==> config.mk <==
export PLATFORM = sky130hd
export DESIGN_NAME = add_share_ctrl_flat
export DESIGN_NICKNAME = d
export VERILOG_FILES = /design/src/rtl/add_share_pkg.sv /design/src/rtl/add_share_ctrl_if.sv /design/src/rtl/add_slice.sv /design/src/rtl/add_share_ctrl.sv /design/src/flat_wrapper.sv
export SDC_FILE = /design/constraint.sdc
export NUM_CORES = 1
export LEC_CHECK = 0
export ABC_AREA = 0
export CAP_MARGIN = 15
export CORE_MARGIN = 2
export CORE_UTILIZATION = 33
export DETAILED_ROUTE_END_ITERATION = 7
export SLEW_MARGIN = 5
export SYNTH_ARGS = -nofsm -noshare
export SYNTH_HDL_FRONTEND = slang
export SYNTH_SLANG_ARGS = --single-unit
==> constraint.sdc <==
create_clock -name clk -period 7 [get_ports clk]
set_clock_uncertainty 0.05 [all_clocks]
set_input_delay 1.05 -clock clk [delete_from_list [all_inputs] [get_ports clk]]
set_output_delay 1.05 -clock clk [all_outputs]
set_load 0.05 [all_outputs]
==> src/rtl/add_share_pkg.sv <==
// Shared types and constants for the two-requester, slice-sequenced adder controller.
package add_share_pkg;

    typedef enum logic [1:0] {
        StIdle,
        StCalc,
        StResp
    } state_e;

    localparam int unsigned SLICE_W_DEF = 6;
    localparam int unsigned NSLICE_DEF  = 2;
    localparam int unsigned NREQ        = 2;

    function automatic int unsigned op_w(input int unsigned slice_w, input int unsigned nslice);
        return slice_w * nslice;
    endfunction

    localparam int unsigned OP_W_DEF = op_w(SLICE_W_DEF, NSLICE_DEF);

endpackage

==> src/rtl/add_share_ctrl_if.sv <==
// Request/response bundle between the requesters and add_share_ctrl.
interface add_share_ctrl_if #(
    parameter int unsigned OP_W = 12
);
    logic [add_share_pkg::NREQ-1:0]      req_valid;
    logic [add_share_pkg::NREQ-1:0]      req_ready;
    logic [add_share_pkg::NREQ*OP_W-1:0] req_a;
    logic [add_share_pkg::NREQ*OP_W-1:0] req_b;
    logic [add_share_pkg::NREQ-1:0]      req_cin;
    logic [add_share_pkg::NREQ-1:0]      req_sub;
    logic                                rsp_valid;
    logic                                rsp_ready;
    logic                                rsp_id;
    logic [OP_W-1:0]                     rsp_sum;
    logic                                rsp_cout;
    logic                                busy;

    modport master (
        output req_valid, req_a, req_b, req_cin, req_sub, rsp_ready,
        input  req_ready, rsp_valid, rsp_id, rsp_sum, rsp_cout, busy
    );

    modport slave (
        input  req_valid, req_a, req_b, req_cin, req_sub, rsp_ready,
        output req_ready, rsp_valid, rsp_id, rsp_sum, rsp_cout, busy
    );
endinterface

==> src/rtl/add_slice.sv <==
// Combinational W-bit adder with carry-in and carry-out; the single shared arithmetic slice.
module add_slice #(
    parameter int unsigned W = 6
) (
    input  logic [W-1:0] a_i,
    input  logic [W-1:0] b_i,
    input  logic         cin_i,
    output logic [W-1:0] sum_o,
    output logic         cout_o
);
    logic [W:0] full;

    always_comb begin
        full   = {1'b0, a_i} + {1'b0, b_i} + {{W{1'b0}}, cin_i};
        sum_o  = full[W-1:0];
        cout_o = full[W];
    end
endmodule

==> src/rtl/add_share_ctrl.sv <==
// Round-robin arbiter that runs wide additions LSB-slice first through one shared add_slice.
// Optional subtract mode is enabled by defining ADDSHARE_SUB_EN.
module add_share_ctrl
    import add_share_pkg::*;
#(
    parameter int unsigned SLICE_W = SLICE_W_DEF,
    parameter int unsigned NSLICE  = NSLICE_DEF
) (
    input logic             clk,
    input logic             rst,
    add_share_ctrl_if.slave bus
);
    localparam int unsigned OP_W = op_w(SLICE_W, NSLICE);
    localparam int unsigned CntW = (NSLICE > 1) ? $clog2(NSLICE) : 1;
    localparam logic [CntW-1:0] CntLast = CntW'(NSLICE - 1);

    state_e          state_q, state_d;
    logic            rr_ptr_q, rr_ptr_d;
    logic [CntW-1:0] cnt_q, cnt_d;
    logic [OP_W-1:0] a_q, a_d;
    logic [OP_W-1:0] b_q, b_d;
    logic [OP_W-1:0] sum_q, sum_d;
    logic            cin_q, cin_d;
    logic            id_q, id_d;
    logic            carry_q, carry_d;
    logic            cout_q, cout_d;

    logic            any_valid;
    logic            grant;
    logic [NREQ-1:0] req_ready;

    logic [SLICE_W-1:0] a_sl, b_sl, s_sl;
    logic               first_cin, c_in, c_out;

`ifdef ADDSHARE_SUB_EN
    logic sub_q, sub_d;
`else
    logic [NREQ-1:0] unused_req_sub;
    assign unused_req_sub = bus.req_sub;
`endif

    // Requester rr_ptr wins a tie; otherwise whichever one is valid.
    always_comb begin
        any_valid = |bus.req_valid;
        grant     = rr_ptr_q;
        if (!bus.req_valid[rr_ptr_q]) begin
            grant = ~rr_ptr_q;
        end
    end

    always_comb begin
        a_sl      = a_q[int'(cnt_q) * SLICE_W +: SLICE_W];
        b_sl      = b_q[int'(cnt_q) * SLICE_W +: SLICE_W];
        first_cin = cin_q;
`ifdef ADDSHARE_SUB_EN
        // a - b == a + ~b + 1, so the caller's carry-in is overridden.
        if (sub_q) begin
            b_sl      = ~b_sl;
            first_cin = 1'b1;
        end
`endif
        c_in = (cnt_q == '0) ? first_cin : carry_q;
    end

    add_slice #(
        .W(SLICE_W)
    ) u_slice (
        .a_i   (a_sl),
        .b_i   (b_sl),
        .cin_i (c_in),
        .sum_o (s_sl),
        .cout_o(c_out)
    );

    always_comb begin
        state_d   = state_q;
        rr_ptr_d  = rr_ptr_q;
        cnt_d     = cnt_q;
        a_d       = a_q;
        b_d       = b_q;
        sum_d     = sum_q;
        cin_d     = cin_q;
        id_d      = id_q;
        carry_d   = carry_q;
        cout_d    = cout_q;
        req_ready = '0;
`ifdef ADDSHARE_SUB_EN
        sub_d     = sub_q;
`endif

        unique case (state_q)
            StIdle: begin
                if (any_valid) begin
                    req_ready[grant] = 1'b1;
                    a_d      = grant ? bus.req_a[OP_W +: OP_W] : bus.req_a[0 +: OP_W];
                    b_d      = grant ? bus.req_b[OP_W +: OP_W] : bus.req_b[0 +: OP_W];
                    cin_d    = bus.req_cin[grant];
                    id_d     = grant;
                    rr_ptr_d = ~grant;
                    cnt_d    = '0;
`ifdef ADDSHARE_SUB_EN
                    sub_d    = bus.req_sub[grant];
`endif
                    state_d  = StCalc;
                end
            end
            StCalc: begin
                sum_d[int'(cnt_q) * SLICE_W +: SLICE_W] = s_sl;
                carry_d = c_out;
                if (cnt_q == CntLast) begin
                    cout_d  = c_out;
                    state_d = StResp;
                end else begin
                    cnt_d = cnt_q + CntW'(1);
                end
            end
            StResp: begin
                if (bus.rsp_ready) begin
                    state_d = StIdle;
                end
            end
            default: state_d = StIdle;
        endcase
    end

    always_ff @(posedge clk) begin
        if (rst) begin
            state_q  <= StIdle;
            rr_ptr_q <= 1'b0;
            cnt_q    <= '0;
            a_q      <= '0;
            b_q      <= '0;
            sum_q    <= '0;
            cin_q    <= 1'b0;
            id_q     <= 1'b0;
            carry_q  <= 1'b0;
            cout_q   <= 1'b0;
`ifdef ADDSHARE_SUB_EN
            sub_q    <= 1'b0;
`endif
        end else begin
            state_q  <= state_d;
            rr_ptr_q <= rr_ptr_d;
            cnt_q    <= cnt_d;
            a_q      <= a_d;
            b_q      <= b_d;
            sum_q    <= sum_d;
            cin_q    <= cin_d;
            id_q     <= id_d;
            carry_q  <= carry_d;
            cout_q   <= cout_d;
`ifdef ADDSHARE_SUB_EN
            sub_q    <= sub_d;
`endif
        end
    end

    assign bus.req_ready = req_ready;
    assign bus.rsp_valid = (state_q == StResp);
    assign bus.rsp_id    = id_q;
    assign bus.rsp_sum   = sum_q;
    assign bus.rsp_cout  = cout_q;
    assign bus.busy      = (state_q != StIdle);

endmodule

==> src/flat_wrapper.sv <==
// flat-port wrapper written by rule: the top's interface ports become plain ports
module add_share_ctrl_flat import add_share_pkg::*;
#(
    parameter int unsigned SLICE_W = SLICE_W_DEF,
    parameter int unsigned NSLICE  = NSLICE_DEF
)
  (clk, rst, bus_req_valid, bus_req_a, bus_req_b, bus_req_cin, bus_req_sub, bus_rsp_ready, bus_req_ready, bus_rsp_valid, bus_rsp_id, bus_rsp_sum, bus_rsp_cout, bus_busy);
  add_share_ctrl_if #(.OP_W((OP_W_DEF))) bus_i ();
  input logic clk;
  input logic rst;
  input wire logic [$bits(bus_i.req_valid)-1:0] bus_req_valid;
  input wire logic [$bits(bus_i.req_a)-1:0] bus_req_a;
  input wire logic [$bits(bus_i.req_b)-1:0] bus_req_b;
  input wire logic [$bits(bus_i.req_cin)-1:0] bus_req_cin;
  input wire logic [$bits(bus_i.req_sub)-1:0] bus_req_sub;
  input wire logic [$bits(bus_i.rsp_ready)-1:0] bus_rsp_ready;
  output wire logic [$bits(bus_i.req_ready)-1:0] bus_req_ready;
  output wire logic [$bits(bus_i.rsp_valid)-1:0] bus_rsp_valid;
  output wire logic [$bits(bus_i.rsp_id)-1:0] bus_rsp_id;
  output wire logic [$bits(bus_i.rsp_sum)-1:0] bus_rsp_sum;
  output wire logic [$bits(bus_i.rsp_cout)-1:0] bus_rsp_cout;
  output wire logic [$bits(bus_i.busy)-1:0] bus_busy;
  assign bus_i.req_valid = bus_req_valid;
  assign bus_i.req_a = bus_req_a;
  assign bus_i.req_b = bus_req_b;
  assign bus_i.req_cin = bus_req_cin;
  assign bus_i.req_sub = bus_req_sub;
  assign bus_i.rsp_ready = bus_rsp_ready;
  assign bus_req_ready = bus_i.req_ready;
  assign bus_rsp_valid = bus_i.rsp_valid;
  assign bus_rsp_id = bus_i.rsp_id;
  assign bus_rsp_sum = bus_i.rsp_sum;
  assign bus_rsp_cout = bus_i.rsp_cout;
  assign bus_busy = bus_i.busy;
  add_share_ctrl #(.SLICE_W(SLICE_W), .NSLICE(NSLICE)) u_core (.clk(clk), .rst(rst), .bus(bus_i));
endmodule
# Word-level counts from Yosys, hierarchy flattened
# Cells that the tools add are included.
[word_totals] reg_bits=44 output_inout_bits=18
[op_classes] n_addsub=4 mul=1 magnitude_cmp=3 n_eq_ne=5 shifts=4 muxes=20 n_bitwise=2 n_reduce_logical=9
[ops] operator="$neg 4->34" n=1
[ops] operator="$shift 6x34->12 const A" n=1
[ops] operator="$shiftx 6x34->12" n=1
[ops] operator="$mux 12" n=2
[ops] operator="$shiftx 12x5->6" n=2
[ops] operator="$bwmux 12" n=1
[ops] operator="$mux 2" n=5
[ops] operator="$mux 1" n=9
[ops] operator="$add 6x6->7" n=1
[ops] operator="$add 7x1->7" n=1
[ops] operator="$pmux 2 s3" n=1
[ops] operator="$reduce_and 2->1" n=3
[ops] operator="$lt 1x2->1 const B" n=2
[ops] operator="$ne 2x1->1 const B" n=2
[ops] operator="$reduce_bool 2->1" n=2
[ops] operator="$mul 1x2->3 const B" n=1
[ops] operator="$reduce_and 3->1" n=1
[ops] operator="$eq 2x1->1 const B" n=1
[ops] operator="$eq 2x2->1 const B" n=1
[ops] operator="$logic_not 2->1" n=1
[ops] operator="$ne 2x2->1 const B" n=1
[ops] operator="$not 1->1" n=2
[ops] operator="$pmux 1 s2" n=1
[ops] operator="$reduce_or 2->1" n=1
[ops] operator="other kinds (4)" n=4

# Longest topological paths before layout
# Gate-level depths: netlist (run 1).
[logic_depth] ltp_word=9 depth_mapped=10 depth_no_buf=8

# Modules after synthesis
# From an unflattened synthesis (run 1), not the netlist that was laid out.
[unflattened] hier_cells=263 hier_area_um2=2368.5
[by_module_without_submodules] module="add_share_ctrl" n_inst=1 cells_per_inst=235 area_per_inst_um2=2118.3 seq_area_each_um2=880.8
[by_module_without_submodules] module="add_slice" n_inst=1 cells_per_inst=28 area_per_inst_um2=250.2 seq_area_each_um2=0.0

# Worst setup path after synthesis (run 1)
# Ideal clock, no wire load.
[synth_path] kind="input to output" from="input bus_req_valid[0]" to="output bus_req_ready[0]" arrival_time_ns=2.080 required_time_ns=5.900 slack_ns=3.820 path_stages=5 path_buffers=2 cell_sequence="inv_1 mux2i_1 buf_4 buf_2 and2_1"
[synth_between] elab_chain_len=9 elab_cells_between_ends=11
[synth_lines] item="from (decl)" line_no="flat_wrapper.sv:11" source="input wire logic [$bits(bus_i.req_valid)-1:0] bus_req_valid;"
[synth_lines] item="$mux 1 (not written as such) (2 in series)" line_no="add_share_ctrl.sv:46" source="if (!bus.req_valid[rr_ptr_q]) begin"
[synth_lines] item="$mux 1" line_no="add_share_ctrl.sv:46"
[synth_lines] item="$lt 1x2->1 (not written as such) / $ge 1x1->1 (equally long branches)" line_no="add_share_ctrl.sv:94" source="req_ready[grant] = 1'b1;"
[synth_lines] item="$logic_and 1x1->1 (not written as such)" line_no="add_share_ctrl.sv:94"
[synth_lines] item="$mux 1 (not written as such)" line_no="add_share_ctrl.sv:94"
[synth_lines] item="$demux 1 s1"
[synth_lines] item="$mux 2 (*)" line_no="add_share_ctrl.sv:93" source="if (any_valid) begin"
[synth_lines] item="$mux 2 (*)" line_no="add_share_ctrl.sv:91" source="unique case (state_q)"
[synth_lines] item="to (decl)" line_no="flat_wrapper.sv:17" source="output wire logic [$bits(bus_i.req_ready)-1:0] bus_req_ready;"
# Mark *: on every way between the ends. The rest lies on a longest branch, timed or not. The select of a mux whose other input is x is not followed.

# Worst setup path after layout (run 1)
[layout_path] from="input bus_req_valid[1]" to="output bus_req_ready[1]"
# Same word-level chain as after synthesis.

==> results.py, run 1 <==
metrics = {
    "timing": {
        "slew_violations": 0,
        "tns_ps": 0,
        "rsz0062_at_grt": "no",
        "hold_ws_ps": 404,
        "max-slew-margin-rel": 0.478,
        "max_freq_ghz": 0.233,
        "tightestPinTransition_ps": 781,
        "setup_viol": 0,
        "finalHoldViolCount": 0,
        "fin_ws_ps": 2710,
        "fin_crit_ps": 4290,
        "fin_crit_sh": 0.613,
    },
    "worst_setup_path": {
        "cp-start-kind": "input port",
        "path_class": "input port to primary output",
        "crit_family": "buffers and inverters",
        "reg2reg_depth": 8,
        "cpMostUsedCell": "clkdlybuf4s50_1",
        "reg2reg_from": "u_core.cnt_q$_SDFFE_PP0P_",
        "critPathMaxStageDelay_ps": 800,
        "r2r-end": "u_core.bus.rsp_cout$_SDFFE_PP0P_",
        "endpoint_kind": "primary output",
        "crit_path_top_delay_cell": "clkdlybuf4s50_1",
        "crit_fanout": 53,
        "crit_buf_inv": 4,
        "r2r_setup_slack_ps": 3970,
        "worstPathRequired_ps": 5900,
        "path_cells": "clkdlybuf4s50_1 -> nor2_1 -> nor2_4 -> buf_4 -> nand2b_1 -> inv_1 -> clkdlybuf4s50_1",
        "arrival_ps": 3190,
    },
    "clock_tree": {
        "root_buffer": "clkbuf_8",
        "htree_levels": 2,
        "clk_pin_slew_ps": 80,
        "cts_resized": 0,
        "clock-sinks": 44,
        "cts_tree": "done",
        "clk_latency_ps": 290,
        "cts_made_buffers": 5,
        "cts_setup_buffers": 0,
        "cts_hold_buf": 0,
        "cts.path.max_buffers": 2,
    },
    "synthesis": {
        "synth_cell_type_count": 33,
        "yosys.area.top_type": "dfxtp_1",
        "synth_area_um2": 2240,
        "yosys_warnings": 0,
        "synth_ff_type": "dfxtp_1",
        "synth_fp_nets": 304,
        "synthCells": 240,
        "synth_seq_cells": 44,
        "synth_common_cells": "44 x dfxtp_1, 34 x nor2_1, 29 x a211oi_1, 29 x mux2i_1, 10 x mux2_2",
        "synth.top_cell.area_share": 0.392,
        "avgSynthCellArea_um2": 9.35,
        "synth.area.top_cells": "dfxtp_1 39%, mux2i_1 13%, a211oi_1 9.7%, nor2_1 5.7%, mux2_2 5.0%",
        "seq_area_frac_synth": 0.392,
        "yosysMostFrequentCell": "dfxtp_1",
        "synth_edf_count": 0,
        "async_flop_share": 0,
    },
    "floorplan": {
        "core_area_um2": 6680,
        "die_width_um": 86.5,
        "rows": 30,
        "die-area_um2": 7480,
        "ios": 75,
        "initial_core_util": 0.336,
        "die_y_um": 86.5,
    },
    "hold_path": {
        "hold_path_class": "flop to flop",
        "whs_path_depth": 2,
        "min_from": "u_core.bus.rsp_cout$_SDFFE_PP0P_",
        "hold_end": "u_core.bus.rsp_cout$_SDFFE_PP0P_",
    },
    "power_and_ir_drop": {
        "seqPwrFrac": 0.431,
        "swShare": 0.323,
        "pwr-share-clk": 0.235,
        "cellPowerDensity_nw_per_um2": 221,
        "power.leakage_nw": 1.23,
        "peakVddDrop_uv": 86.8,
        "p_comb_frac": 0.334,
        "p_sw_w": 0.000222,
        "intPower_w": 0.000465,
    },
    "placed_design": {
        "gp_congestion": 0.724,
        "port_buffers": 72,
        "placed_cells": 378,
        "hpwl_mm": 3.60,
        "post-place-ws_ps": 2700,
    },
    "finish": {
        "antennaDiodeCount": 0,
        "layout.nets": 369,
        "drive_gt1_frac": 0.0719,
        "syn_to_final_growth_pct": 38.7,
        "fill_cells": 674,
        "stdcell_count": 386,
    },
    "detailed_routing": {
        "vias": 1892,
        "drc": 0,
        "drtIter0Drc": 110,
        "via_per_inst": 4.90,
        "avgRoutedWirePerCell_um": 12.5,
        "drt_pass1_iterations": 4,
        "wirelength_mm": 4.84,
        "ant_nets": 0,
    },
    "global_routing": {
        "grt_pass1_wl_mm": 7.86,
        "grt_usage": 0.131,
        "overflow": 0,
        "grt_max_degree": 54,
        "antenna_found_initial": 0,
        "grt_pass1_vias": 1712,
    },
    "run": {
        "maxCapViolations": 0,
    },
    "run_status": {
        "status": "finished, final reports clean",
    },
}
[area by class of cell]
class,count,area [µm²],share of cell area
clock buffers,8,90.1,0.0289
inverters,3,11.3,0.00362
multi-input cells,176,1290,0.414
flip-flops and latches,44,881,0.283
well taps,80,100,0.0322
repair buffers,75,743,0.239
[sequential cells by signal, summed over array words and instances, names as in the netlist]
register	count
u_core.bus.rsp_cout	1
u_core.state_q	2
u_core.a_q	12
u_core.rr_ptr_q	1
u_core.bus.rsp_id	1
u_core.b_q	12
u_core.cin_q	1
u_core.cnt_q	1
u_core.carry_q	1
u_core.bus.rsp_sum	12
[how the worst max path moves through the flow]
| stage | from | endpoint | cells after the start |
|---|---|---|---|
| 2_1_floorplan | bus_req_valid[0] | bus_req_ready[0] | 5 |
| 3_5_place_dp | bus_req_valid[1] | bus_req_ready[1] | 7 |
| 6_report | bus_req_valid[1] | bus_req_ready[1] | 7 |
| 4_1_cts | bus_req_valid[1] | bus_req_ready[1] | 7 |
| 3_3_place_gp | bus_req_valid[1] | bus_req_ready[1] | 7 |
| 5_1_grt | bus_req_valid[1] | bus_req_ready[1] | 7 |
[logic make-up after synthesis]
| kind of cell | Yosys count | share of synthesized area |
|---|---|---|
| multiplexers | 39 | 0.179 |
| AND/OR/NAND/NOR | 77 | 0.170 |
| flip-flops | 44 | 0.392 |
| XOR/XNOR | 1 | 0.00390 |
| adder cells (fa/ha/maj) | 7 | 0.0457 |
| buffers and inverters | 20 | 0.0418 |
| AO/OA/AOI/OAI | 52 | 0.167 |
[power by group through the flow]
stage          clock network (W)  logic (W)  registers, W
2_1_floorplan                  0   0.000135      0.000321
3_3_place_gp                   0   0.000228      0.000302
3_5_place_dp                   0   0.000231      0.000303
4_1_cts                 0.000166   0.000232      0.000297
5_1_grt                 0.000176   0.000252      0.000301
6_report                0.000161   0.000229      0.000296
[metal layers]
layer / part of all wire / GRT usage / up-vias
met2: 0.43 / 0.206 / 56
met4: 0.0087 / 0.0298 / 0
met3: 0.058 / 0.0419 / 5
met5: 0 / 0 / -
met1: 0.50 / 0.178 / 825
li1: - / - / 1006
[layout by cell type, fill, tap and decap left out, drive strengths merged, types with 2 or more instances in the layout]
cell / count
nand3: 6
mux2i: 29
o21ai: 3
inv: 3
buf: 3
o311ai: 4
nor3: 3
nand4: 2
nand3b: 7
nor2b: 4
a21o: 3
clkdlybuf4s50: 72
mux2: 10
and2: 2
a211oi: 29
or4: 2
fa: 2
clkbuf: 8
nand2b: 6
nand2: 7
nor2: 35
dfxtp: 44
or2: 2
a2111o: 2
a21oi: 9
ha: 5
[tightest hold or removal path, cell delays in order, from the launching register on]
cell and delay [ps]:
dfxtp_1 320, nand2_1 50, a21oi_1 50
[stage by stage]
step | instance area, µm² | power [W] | util
2_1_floorplan | 2240 | 0.000456 | -
3_3_place_gp | 3020 | 0.000530 | 0.452
3_5_place_dp | 3020 | 0.000534 | 0.452
4_1_cts | 3110 | 0.000695 | 0.466
5_1_grt | 3110 | 0.000729 | 0.466
6_report | 3110 | 0.000687 | 0.466
(Power assumes the default switching activity.)
==> inputs of run 2 (changes only) <==
clock period = 3.8 ns   (was 7 ns; I/O delays follow)
==> results.py, run 2 (synthesis gave the netlist of run 1 again) <==
metrics = {
    "detailed_routing": {
        "drtIter0Drc": 71,
        "ant_nets": 0,
        "via_per_inst": 4.90,
        "drc": 0,
        "vias": 1896,
        "drt_pass1_iterations": 4,
        "wirelength_mm": 4.95,
        "avgRoutedWirePerCell_um": 12.8,
    },
    "timing": {
        "fin_ws_ps": 910,
        "tightestPinTransition_ps": 769,
        "setup_viol": 0,
        "rsz0062_at_grt": "no",
        "tns_ps": 0,
        "finalHoldViolCount": 0,
        "hold_ws_ps": 406,
        "max-slew-margin-rel": 0.486,
        "fin_crit_ps": 2890,
        "max_freq_ghz": 0.346,
        "fin_crit_sh": 0.761,
        "slew_violations": 0,
    },
    "run_status": {
        "status": "finished, final reports clean",
    },
    "worst_setup_path": {
        "path_class": "flop to flop",
        "worstPathRequired_ps": 3930,
        "endpoint_kind": "flop",
        "crit_fanout": 18,
        "cp-start-kind": "flop",
        "arrival_ps": 3020,
    },
    "power_and_ir_drop": {
        "pwr-share-clk": 0.264,
        "cellPowerDensity_nw_per_um2": 420,
        "p_sw_w": 0.000414,
        "power.leakage_nw": 1.25,
        "p_comb_frac": 0.321,
        "seqPwrFrac": 0.415,
        "swShare": 0.314,
        "intPower_w": 0.000903,
        "peakVddDrop_uv": 132,
    },
    "floorplan": {
        "die-area_um2": 7480,
        "core_area_um2": 6680,
        "ios": 75,
        "initial_core_util": 0.336,
        "die_width_um": 86.5,
        "rows": 30,
        "die_y_um": 86.5,
    },
    "finish": {
        "layout.nets": 370,
        "stdcell_count": 387,
        "syn_to_final_growth_pct": 39.6,
        "final_cell_area_um2": 3130,
        "drive_gt1_frac": 0.0847,
        "mostFrequentLayoutCell": "clkdlybuf4s50_1",
        "layout_common_cells": "70 x clkdlybuf4s50_1, 44 x dfxtp_1, 34 x nor2_1",
        "fill_cells": 678,
        "antennaDiodeCount": 0,
    },
    "clock_tree": {
        "cts_made_buffers": 5,
        "htree_levels": 2,
        "cts_hold_buf": 0,
        "cts_setup_buffers": 0,
        "root_buffer": "clkbuf_8",
        "clk_pin_slew_ps": 80,
        "clk_latency_ps": 290,
        "clock-sinks": 44,
        "cts.path.max_buffers": 2,
        "cts_tree": "done",
        "cts_resized": 0,
    },
    "global_routing": {
        "grt_max_degree": 52,
        "antenna_found_initial": 0,
        "grt_usage": 0.138,
        "grt_pass1_wl_mm": 8.27,
        "grt_pass1_vias": 1732,
        "overflow": 0,
    },
    "placed_design": {
        "placed_cells": 379,
        "dpl_cell_area_um2": 3030,
        "gp_congestion": 0.712,
        "post-place-ws_ps": 896,
        "port_buffers": 72,
        "hpwl_mm": 3.69,
    },
    "run": {
        "maxCapViolations": 0,
    },
    "hold_path": {
        "hold_path_class": "flop to flop",
    },
}
-- run 2: cell count changes in the layout (fill, tap and decap cells not counted), sizes merged --
cell and change:
clkinv +1, clkdlybuf4s50 -2, buf +3, clkbuf -2
bufinv +1
-- run 2: worst paths after layout --
| path | from | to | slack [ps] | cells after the start |
|---|---|---|---|---|
| worst max-delay path | u_core.cnt_q$_SDFFE_PP0P_ | u_core.bus.rsp_cout$_SDFFE_PP0P_ | 910 | 8 |
| worst min-delay path | u_core.bus.rsp_sum[1]$_SDFFE_PP0P_ | u_core.bus.rsp_sum[1]$_SDFFE_PP0P_ | 410 | 2 |
| worst max register to register | u_core.cnt_q$_SDFFE_PP0P_ | u_core.bus.rsp_cout$_SDFFE_PP0P_ | 910 | 8 |
| worst min register to register | u_core.bus.rsp_sum[1]$_SDFFE_PP0P_ | u_core.bus.rsp_sum[1]$_SDFFE_PP0P_ | 410 | 2 |
-- run 2: per-layer routing --
layer  track usage  wire, µm  vias to the layer above  share of wire
met3        0.0410       290                        4          0.059
li1              -         -                     1012              -
met2         0.199      2110                       60           0.43
met1         0.200      2500                      820           0.50
met5             0         0                        -              0
met4        0.0341        55                        0          0.011
-- run 2: layout make-up --
type | instances | area [µm²] | area share
multi-input cells | 176 | 1290 | 0.411
flip-flops and latches | 44 | 881 | 0.281
repair buffers | 76 | 746 | 0.238
well taps | 80 | 100 | 0.0319
clock buffers | 6 | 72.6 | 0.0232
clock inverters | 2 | 35.0 | 0.0112
inverters | 3 | 11.3 | 0.00359
-- run 2: worst max-delay path, stage by stage, from the launching register on --
cell      delay (ps)
dfxtp_1          830
mux2i_1          360
fa_1             240
inv_1             60
fa_1             400
a21o_1           190
a21o_1           230
o311ai_0         300
a21oi_1          110
-- run 2: power groups by stage --
stage	registers (W)	logic, W	clock network, W
CTS	0.000547	0.000426	0.000358
global route	0.000554	0.000464	0.000377
finish	0.000546	0.000423	0.000348
floorplan	0.000592	0.000249	0
detailed placement	0.000558	0.000425	0
global placement	0.000557	0.000423	0
-- run 2: stage by stage --
stage	power, W	util
6_report	0.00132	0.469
2_1_floorplan	0.000840	-
3_3_place_gp	0.000980	0.453
4_1_cts	0.00133	0.469
5_1_grt	0.00140	0.469
3_5_place_dp	0.000983	0.453
==> inputs of run 3 (changes only) <==
clock period = 2.9 ns   (was 3.8 ns; I/O delays follow)
==> results.py, run 3 (synthesis gave the netlist of run 1 again) <==
metrics = {
    "floorplan": {
        "die_y_um": 86.5,
        "initial_core_util": 0.336,
        "rows": 30,
        "die-area_um2": 7480,
        "core_area_um2": 6680,
        "ios": 75,
        "die_width_um": 86.5,
    },
    "finish": {
        "fill_cells": 657,
        "ff_latch_area_um2": 881,
        "drive_gt1_frac": 0.0909,
        "antennaDiodeCount": 0,
        "layout.nets": 372,
        "layout_common_cells": "70 x clkdlybuf4s50_1, 44 x dfxtp_1, 34 x nor2_1",
        "syn_to_final_growth_pct": 42.3,
        "mostFrequentLayoutCell": "clkdlybuf4s50_1",
        "multiInputGateArea_um2": 1290,
        "utilization": 0.478,
    },
    "detailed_routing": {
        "drtIter0Drc": 59,
        "vias": 1909,
        "avgRoutedWirePerCell_um": 13.1,
        "drt_pass1_iterations": 4,
        "ant_nets": 0,
        "via_per_inst": 4.92,
        "wirelength_mm": 5.07,
        "drc": 0,
    },
    "clock_tree": {
        "cts_tree": "done",
        "clk_latency_ps": 290,
        "cts.path.max_buffers": 2,
        "cts_resized": 0,
        "cts_setup_buffers": 0,
        "clock-sinks": 44,
        "clk_pin_slew_ps": 80,
        "cts_hold_buf": 0,
        "cts_made_buffers": 5,
        "htree_levels": 2,
        "root_buffer": "clkbuf_8",
    },
    "run": {
        "maxCapViolations": 0,
    },
    "timing": {
        "rsz0062_at_grt": "no",
        "tightestPinTransition_ps": 500,
        "finalHoldViolCount": 0,
        "max-slew-margin-rel": 0.665,
        "fin_crit_ps": 2530,
        "fin_crit_sh": 0.872,
        "tns_ps": 0,
        "max_freq_ghz": 0.395,
        "setup_viol": 0,
        "slew_violations": 0,
    },
    "worst_setup_path": {
        "path_class": "flop to flop",
        "cp-start-kind": "flop",
        "endpoint_kind": "flop",
        "crit_fanout": 6,
        "worstPathRequired_ps": 3020,
        "arrival_ps": 2650,
    },
    "placed_design": {
        "gp_congestion": 0.767,
        "port_buffers": 72,
        "hpwl_mm": 3.88,
    },
    "power_and_ir_drop": {
        "p_sw_w": 0.000546,
        "intPower_w": 0.00128,
        "seqPwrFrac": 0.390,
        "swShare": 0.299,
        "pwr-share-clk": 0.294,
        "power.leakage_nw": 1.27,
        "p_comb_frac": 0.316,
        "cellPowerDensity_nw_per_um2": 571,
        "peakVddDrop_uv": 176,
    },
    "global_routing": {
        "grt_pass1_wl_mm": 8.43,
        "grt_max_degree": 52,
        "grt_usage": 0.141,
        "antenna_found_initial": 0,
        "overflow": 0,
        "grt_pass1_vias": 1801,
    },
    "run_status": {
        "status": "finished, final reports clean",
    },
    "hold_path": {
        "hold_path_class": "flop to flop",
    },
}
-- run 3: layout make-up --
type	count	area share
multi-input combinational	176	0.403
sequential	44	0.276
timing repair buffer	78	0.246
tap	80	0.0313
clock buffer	5	0.0215
clock inverter	2	0.0188
inverter	3	0.00353
-- run 3: power groups by stage --
| stage | Clock (W) | Sequential (W) | Combinational [W] |
|---|---|---|---|
| final | 0.000537 | 0.000711 | 0.000576 |
| after global routing | 0.000575 | 0.000722 | 0.000631 |
| after CTS | 0.000550 | 0.000714 | 0.000581 |
| after detailed placement | 0 | 0.000728 | 0.000578 |
| after global placement | 0 | 0.000726 | 0.000570 |
| after floorplan | 0 | 0.000775 | 0.000326 |
-- run 3: critical path, cell delays in order (launching register included) --
cell and delay (ps):
dfxtp_1 480, mux2i_1 290, fa_1 250, inv_1 60, fa_1 400, a21o_1 190
a21o_1 220, o311ai_0 350, a21oi_1 120
-- run 3: stage by stage --
stage	hold WS [ps]	instance area (µm²)	cells	power (W)	setup WS (ps)
after floorplan	382	2240	240	0.00110	250
after global placement	396	3070	381	0.00130	414
after detailed placement	401	3070	381	0.00131	369
after CTS	412	3190	388	0.00184	354
after global routing	425	3190	388	0.00193	106
final	409	3190	388	0.00183	371
-- run 3: final timing paths --
| check | startpoint | endpoint | slack (ps) | cells past startpoint |
|---|---|---|---|---|
| setup / recovery | u_core.cnt_q$_SDFFE_PP0P_ | u_core.bus.rsp_cout$_SDFFE_PP0P_ | 370 | 8 |
| hold / removal | u_core.bus.rsp_sum[7]$_SDFFE_PP0P_ | u_core.bus.rsp_sum[7]$_SDFFE_PP0P_ | 410 | 2 |
| setup reg to reg | u_core.cnt_q$_SDFFE_PP0P_ | u_core.bus.rsp_cout$_SDFFE_PP0P_ | 370 | 8 |
| hold reg to reg | u_core.bus.rsp_sum[7]$_SDFFE_PP0P_ | u_core.bus.rsp_sum[7]$_SDFFE_PP0P_ | 410 | 2 |
-- run 3: layer usage --
metal | GRT usage | vias to the layer above | routed length [µm]
met5 | 0 | - | 0
met4 | 0.0384 | 0 | 57
met3 | 0.0438 | 7 | 304
met2 | 0.210 | 54 | 2150
met1 | 0.198 | 838 | 2550
li1 | - | 1010 | -
